## config.mk

```make
export PLATFORM = sky130hd
export DESIGN_NAME = tlul_mem_tester
export DESIGN_NICKNAME = d
export VERILOG_FILES = /design/src/rtl/tlul_mem_tester_pkg.sv /design/src/rtl/tlul_pkg.sv /design/src/rtl/tlul_mem_tester.sv
export SDC_FILE = /design/constraint.sdc
export NUM_CORES = 1
export LEC_CHECK = 0
export ABC_AREA = 0
export CAP_MARGIN = 20
export CELL_PAD_IN_SITES_DETAIL_PLACEMENT = 1
export CELL_PAD_IN_SITES_GLOBAL_PLACEMENT = 2
export CORE_MARGIN = 4
export CORE_UTILIZATION = 26
export CTS_CLUSTER_DIAMETER = 30
export CTS_CLUSTER_SIZE = 14
export DETAILED_ROUTE_END_ITERATION = 7
export PLACE_DENSITY_LB_ADDON = 0.1
export SETUP_SLACK_MARGIN = 0.15
export SLEW_MARGIN = 20
export SYNTH_ARGS = -nofsm -noshare
export SYNTH_HDL_FRONTEND = slang
export SYNTH_SLANG_ARGS = --single-unit
```

## constraint.sdc

```tcl
create_clock -name clk_i -period 5.1 [get_ports clk_i]
set_clock_uncertainty 0.1 [all_clocks]
set_input_delay 1.275 -clock clk_i [delete_from_list [all_inputs] [get_ports clk_i]]
set_output_delay 1.275 -clock clk_i [all_outputs]
set_load 0.05 [all_outputs]
```

## src/rtl/tlul_mem_tester_pkg.sv

```systemverilog
// Memory tester state encoding plus the address and pattern helpers.
package tlul_mem_tester_pkg;

  typedef enum logic [2:0] {
    StIdle  = 3'd0,
    StWrReq = 3'd1,
    StWrRsp = 3'd2,
    StRdReq = 3'd3,
    StRdRsp = 3'd4
  } state_e;

  // Word address of index idx; the 32-bit add wraps naturally past 32'hFFFFFFFC.
  function automatic logic [31:0] word_addr(logic [31:0] base, logic [15:0] idx);
    return {base[31:2], 2'b00} + {14'h0, idx, 2'b00};
  endfunction

  function automatic logic [31:0] pattern(logic [31:0] addr, logic [31:0] seed,
                                          logic [15:0] idx);
    return addr ^ seed ^ {16'h0, idx};
  endfunction

endpackage

```

## src/rtl/tlul_pkg.sv

```systemverilog
// Minimal TL-UL type slice: host/device channel structs and opcode constants.
package tlul_pkg;

  typedef enum logic [2:0] {
    PutFullData    = 3'h0,
    PutPartialData = 3'h1,
    Get            = 3'h4
  } tl_a_op_e;

  typedef enum logic [2:0] {
    AccessAck     = 3'h0,
    AccessAckData = 3'h1
  } tl_d_op_e;

  typedef struct packed {
    logic [3:0] instr_type;
    logic [6:0] cmd_intg;
    logic [6:0] data_intg;
  } tl_a_user_t;

  // Data access (instr_type = MuBi4False), integrity fields left to downstream gen.
  localparam tl_a_user_t TL_A_USER_DEFAULT = '{
    instr_type: 4'h9,
    cmd_intg:   7'h0,
    data_intg:  7'h0
  };

  typedef struct packed {
    logic        a_valid;
    tl_a_op_e    a_opcode;
    logic [2:0]  a_param;
    logic [1:0]  a_size;
    logic [7:0]  a_source;
    logic [31:0] a_address;
    logic [3:0]  a_mask;
    logic [31:0] a_data;
    tl_a_user_t  a_user;
    logic        d_ready;
  } tl_h2d_t;

  typedef struct packed {
    logic        d_valid;
    tl_d_op_e    d_opcode;
    logic [2:0]  d_param;
    logic [1:0]  d_size;
    logic [7:0]  d_source;
    logic [0:0]  d_sink;
    logic [31:0] d_data;
    logic [13:0] d_user;
    logic        d_error;
    logic        a_ready;
  } tl_d2h_t;

endpackage

```

## src/rtl/tlul_mem_tester.sv

```systemverilog
// TL-UL memory tester: writes a seeded pattern to N words, reads them back and
// counts mismatching or erroring responses. One transaction outstanding at a time.
module tlul_mem_tester
  import tlul_mem_tester_pkg::*;
(
  input  logic              clk_i,
  input  logic              rst_ni,
  input  logic              start_i,
  input  logic [31:0]       base_addr_i,
  input  logic [15:0]       num_words_i,
  input  logic [31:0]       seed_i,
  output tlul_pkg::tl_h2d_t tl_o,
  input  tlul_pkg::tl_d2h_t tl_i,
  output logic              busy_o,
  output logic              done_o,
  output logic              pass_o,
  output logic [15:0]       err_count_o,
  output logic [31:0]       first_err_addr_o
);

  state_e      state_q, state_d;
  logic [31:0] base_q, base_d;
  logic [31:0] seed_q, seed_d;
  logic [15:0] num_q, num_d;
  logic [15:0] idx_q, idx_d;
  logic        busy_q, busy_d;
  logic        done_q, done_d;
  logic        pass_q, pass_d;
  logic [15:0] err_cnt_q, err_cnt_d;
  logic [31:0] first_err_q, first_err_d;

  logic [31:0] cur_addr;
  logic [31:0] cur_pat;
  logic        last_word;
  logic        a_fire;
  logic        d_fire;
  logic        rsp_err;
  logic [15:0] err_cnt_sat;
  logic        unused_tl_d;

  assign cur_addr    = word_addr(base_q, idx_q);
  assign cur_pat     = pattern(cur_addr, seed_q, idx_q);
  assign last_word   = (idx_q == num_q - 16'd1);
  assign a_fire      = tl_o.a_valid & tl_i.a_ready;
  assign d_fire      = tl_o.d_ready & tl_i.d_valid;
  assign err_cnt_sat = (err_cnt_q == 16'hFFFF) ? err_cnt_q : err_cnt_q + 16'd1;
  assign unused_tl_d = ^{tl_i.d_param, tl_i.d_size, tl_i.d_source, tl_i.d_sink, tl_i.d_user};

  // A-channel request and d_ready decoded purely from registered state, so fields
  // stay stable for the whole time a request waits on a_ready.
  always_comb begin
    tl_o        = '0;
    tl_o.a_user = tlul_pkg::TL_A_USER_DEFAULT;
    unique case (state_q)
      StWrReq, StRdReq: begin
        tl_o.a_valid   = 1'b1;
        tl_o.a_opcode  = (state_q == StRdReq) ? tlul_pkg::Get : tlul_pkg::PutFullData;
        tl_o.a_size    = 2'd2;
        tl_o.a_mask    = 4'hF;
        tl_o.a_address = cur_addr;
        tl_o.a_data    = cur_pat;
      end
      StWrRsp, StRdRsp: tl_o.d_ready = 1'b1;
      default: ;
    endcase
  end

  // Response check: writes expect a plain ack, reads expect data equal to the pattern.
  always_comb begin
    rsp_err = tl_i.d_error;
    if (state_q == StRdRsp) begin
      if ((tl_i.d_opcode != tlul_pkg::AccessAckData) || (tl_i.d_data != cur_pat)) begin
        rsp_err = 1'b1;
      end
    end else if (tl_i.d_opcode != tlul_pkg::AccessAck) begin
      rsp_err = 1'b1;
    end
  end

  // Next-state, index and result bookkeeping.
  always_comb begin
    state_d     = state_q;
    base_d      = base_q;
    seed_d      = seed_q;
    num_d       = num_q;
    idx_d       = idx_q;
    busy_d      = busy_q;
    done_d      = done_q;
    pass_d      = pass_q;
    err_cnt_d   = err_cnt_q;
    first_err_d = first_err_q;

    // d_fire only occurs in the RSP states, so this never collides with the IDLE clear.
    if (d_fire && rsp_err) begin
      err_cnt_d = err_cnt_sat;
      if (err_cnt_q == 16'd0) first_err_d = cur_addr;
    end

    unique case (state_q)
      StIdle: begin
        if (start_i) begin
          err_cnt_d   = 16'd0;
          first_err_d = 32'd0;
          if (num_words_i == 16'd0) begin
            done_d = 1'b1;
            pass_d = 1'b1;
          end else begin
            done_d  = 1'b0;
            pass_d  = 1'b0;
            busy_d  = 1'b1;
            base_d  = base_addr_i;
            seed_d  = seed_i;
            num_d   = num_words_i;
            idx_d   = 16'd0;
            state_d = StWrReq;
          end
        end
      end
      StWrReq: if (a_fire) state_d = StWrRsp;
      StWrRsp: begin
        if (d_fire) begin
          if (last_word) begin
            idx_d   = 16'd0;
            state_d = StRdReq;
          end else begin
            idx_d   = idx_q + 16'd1;
            state_d = StWrReq;
          end
        end
      end
      StRdReq: if (a_fire) state_d = StRdRsp;
      StRdRsp: begin
        if (d_fire) begin
          if (last_word) begin
            busy_d  = 1'b0;
            done_d  = 1'b1;
            pass_d  = (err_cnt_d == 16'd0);
            state_d = StIdle;
          end else begin
            idx_d   = idx_q + 16'd1;
            state_d = StRdReq;
          end
        end
      end
      default: state_d = StIdle;
    endcase
  end

  // State registers; reset aborts any run with no completion indication.
  always_ff @(posedge clk_i or negedge rst_ni) begin
    if (!rst_ni) begin
      state_q     <= StIdle;
      base_q      <= 32'd0;
      seed_q      <= 32'd0;
      num_q       <= 16'd0;
      idx_q       <= 16'd0;
      busy_q      <= 1'b0;
      done_q      <= 1'b0;
      pass_q      <= 1'b0;
      err_cnt_q   <= 16'd0;
      first_err_q <= 32'd0;
    end else begin
      state_q     <= state_d;
      base_q      <= base_d;
      seed_q      <= seed_d;
      num_q       <= num_d;
      idx_q       <= idx_d;
      busy_q      <= busy_d;
      done_q      <= done_d;
      pass_q      <= pass_d;
      err_cnt_q   <= err_cnt_d;
      first_err_q <= first_err_d;
    end
  end

  assign busy_o           = busy_q;
  assign done_o           = done_q;
  assign pass_o           = pass_q;
  assign err_count_o      = err_cnt_q;
  assign first_err_addr_o = first_err_q;

endmodule

```

==> results by group, run 1 <==
Logic synthesis
  • Synthesized instance count: 1171
  • Top FF cell, synth: dfrtp_1
  • FF+latch count, synth: 148
  • Synth warn: 0
  • Yosys cell types: 79
  • Synth top area share: 34.8%
  • Ys async rst share: 100%
  • Leading area contributor after synthesis: dfrtp_1
  • Cell Area, Synth: 0.0106 mm²
  • Top-count cell post-synth: dfrtp_1
  • Sequential area share after synthesis: 34.8%
  • Synth top area cells: dfrtp_1 (35%), mux2_2 (8.4%), xnor2_1 (6.9%)
  • Synth cell count leaders: dfrtp_1 (148), nor2_1 (126), nand2_1 (96)
  • Mapped Avg Cell Area: 9.08 µm²
  • EDFF count, synth: 0

Routing
  • Drt drc: 0
  • Wl on met1: 20700 µm
  • Met2 wire length: 20100 µm
  • Initial DRC Count: 425
  • WL/cell: 21.0 µm
  • DR pass1 iterations: 5
  • Vias: 9951
  • Met3 routed WL: 1690 µm
  • Via-per-instance ratio: 4.86
  • Post-Route WL: 43000 µm
  • Max layer used: met5
  • Post-DRT Antenna Nets: 0

Setup path
  • Reg2reg end: pass_o$_DFFE_PN0P_
  • CP most frequent cell: buf_4
  • Worst r2r src: base_q[2]$_DFFE_PN0P_
  • Critical path buffer and inverter count: 4
  • WP data arrival: 3.50 ns
  • Kind of critical path: flop to primary output
  • Worst Setup End Kind: primary output
  • Worst R2R Path Depth: 18
  • Cell family with most CP delay: compound AO/OA/AOI/OAI gates
  • R2R Setup Slk: 0.23 ns
  • Startpoint Class: flop
  • CP max stage delay: 0.53 ns
  • CP max stage cell: a2111o_1
  • CP cell instances: ha_2 > inv_2 > fa_2 > nor2b_2 > o2111ai_2 > a2111o_1 > a211oi_1 > buf_4 > xnor3_1 > buf_4 > nor2_2 > buf_12
  • Worst path required time: 3.72 ns
  • Worst-path maximum fanout: 6

Run status
  • Status: complete, no violations

GRT
  • Initial antenna violation count: 2
  • Pin count of the biggest net entering global routing: 80
  • GRT Util Overall: 18.8%
  • Congestion Overflow GR: 0
  • First-pass GRT wire length: 63800 µm
  • Vias in the first global route: 10278

Floorplanning
  • Die Area: 0.0442 mm²
  • Die X: 210 µm
  • Row count: 73
  • Top Ports: 304
  • Core ar.: 0.0401 mm²
  • Die Y: 210 µm
  • Initial Util: 26.5%

Place
  • PortBufs: 239
  • Post-Place Cells: 2003
  • Hpwl dp: 34300 µm
  • Routability congestion estimate from global placement: 0.840
  • Post-place instance area: 0.0145 mm²

Final layout
  • Fill cell count: 4601
  • Post-layout instance area: 0.0156 mm²
  • Area Growth Syn to Fin: 46.4%
  • Fin cells: 2049
  • Share of cells above drive strength 1: 25.1%
  • Fin util: 38.8%
  • Final net count: 1680

Clock tree
  • CTS sink count: 148
  • CTS buffer count: 17
  • CTS tree: built
  • CTS root buf: clkbuf_16
  • Clock latency at the later pin of the worst-skew pair: 0.46 ns
  • H-tree levels: 4
  • CTS clk-pin slew, worst paths: 0.07 ns
  • Cts hold-fix bufs: 0
  • Maximum clock insertion buffer count: 2

Power and ir drop
  • Pleak: 6.36 nW
  • Cell Pwr Density: 667 mW/mm²
  • Worst IR Drop VDD: 0.311 mV

Worst hold path
  • WHS Endpoint: first_err_addr_o[9]$_DFF_PN0_
  • HP Class: flop to flop
  • Hold Path Depth: 2
  • HP Start: first_err_addr_o[9]$_DFF_PN0_

Timing
  • Period utilization: 95.7%
  • RSZ-0062 raised after global routing: yes
  • Hold Vio Cnt, Final: 0
  • Setup Viol. Count Final: 0
  • Max Freq: 205 MHz
  • Setup TNS Final: 0 ns
  • Final Hold Slack: 0.424 ns
  • Slew @ Worst Pin: 1.02 ns
  • Slew Limit Fails: 0
  • Final worst path period need: 4.88 ns
  • Max-Slew Margin vs Limit: 31.6%

Run
  • Max-Cap Viols: 0
## worst min-delay path, stage by stage (launching register included)
cell     delay (ns)
dfrtp_1        0.35
a21oi_1        0.06
nor2_1         0.08
## sequential cells by signal, summed over array words and instances, names as in the netlist
register and count:
base_q 30, busy_o 1, done_o 1, err_count_o 16
first_err_addr_o 32, idx_q 16, num_q 16, pass_o 1
seed_q 32, state_q 3
## per-stage QoR
stage,worst slack [ns],power (mW)
after floorplan,0.292,6.17
after global placement,-0.708,8.89
after detailed placement,-0.672,8.97
after CTS,0.0308,10.4
after global routing,0.00162,11.0
final,0.221,10.4
## worst max-delay path by stage
stage	startpoint	cells after the start	slack, ns	to
floorplan	idx_q[0]$_DFFE_PN0P_	18	0.29	pass_o$_DFFE_PN0P_
global placement	tl_i[24]	16	-0.71	pass_o$_DFFE_PN0P_
detailed placement	tl_i[24]	16	-0.67	pass_o$_DFFE_PN0P_
CTS	tl_i[24]	16	0.03	pass_o$_DFFE_PN0P_
global route	base_q[2]$_DFFE_PN0P_	19	0.002	pass_o$_DFFE_PN0P_
finish	base_q[2]$_DFFE_PN0P_	12	0.22	tl_o[45]
## placed cells by master (no fill, tap or decap), types with 6 or more instances in the layout
master	n
nand3_1	25
and2_1	24
and4_1	9
a21o_1	6
or3_1	13
o21a_1	10
nand4_1	29
o21ai_0	36
mux2_2	79
nor3_1	23
ha_1	15
nor4b_1	6
buf_4	161
o211ai_1	13
o2111ai_1	6
clkdlybuf4s50_1	190
nor2_2	7
nor3b_1	8
xor2_1	43
inv_1	23
conb_1	34
xnor2_1	80
clkbuf_16	17
nor2_1	119
a21oi_2	7
and3_1	9
a211oi_1	14
a21oi_1	56
xnor3_1	10
buf_6	7
nand2_1	95
dfrtp_1	148
nor4_1	15
buf_12	28
nor2b_1	9
## cell families (layout without fill, tap and decap cells)
| kind of cell | Yosys count | in the layout | synth area share [%] |
|---|---|---|---|
| flip-flops | 148 | 148 | 34.8 |
| adder cells (fa/ha/maj) | 21 | 21 | 2.54 |
| AO/OA/AOI/OAI | 220 | 220 | 14.4 |
| multiplexers | 83 | 83 | 8.74 |
| XOR/XNOR | 142 | 142 | 13.0 |
| other | 2 | 35 | 0.0706 |
| buffers and inverters | 125 | 445 | 6.02 |
| AND/OR/NAND/NOR | 430 | 430 | 20.4 |
## area by class of cell
type                    count  area [µm²]  share of cell area [%]
multi-input cells         930        6760                    43.4
repair buffers            389        3780                    24.3
flip-flops and latches    148        3700                    23.8
well taps                 525         657                    4.22
clock buffers              21         450                    2.89
clock inverters            11         129                   0.828
inverters                  24        90.1                   0.578
diodes                      1        2.50                  0.0161
## layer usage
| metal | up-vias | global-route usage (%) |
|---|---|---|
| met1 | 4926 | 26.6 |
| met2 | 217 | 30.6 |
| li1 | 4776 | - |
| met5 | - | 0 |
| met3 | 30 | 3.35 |
| met4 | 2 | 3.76 |
## where the power goes
part	internal [mW]	switching [mW]	total, mW
registers	1.62	0.492	2.12
clock network	0.735	0.565	1.30
logic	2.90	4.07	6.97
## what timing repair did
action,CTS,global route
setup endpoints to repair,41,70
setup buffers,0,13
gates resized for setup,26,47
pin swaps,8,18
(Power assumes the default switching activity.)
==> run 2, diff against run 1 <==
CAP_MARGIN = default   (was 20)
==> results of run 2 <==
The final DEF is identical to that of run 1; final timing and power are the same.
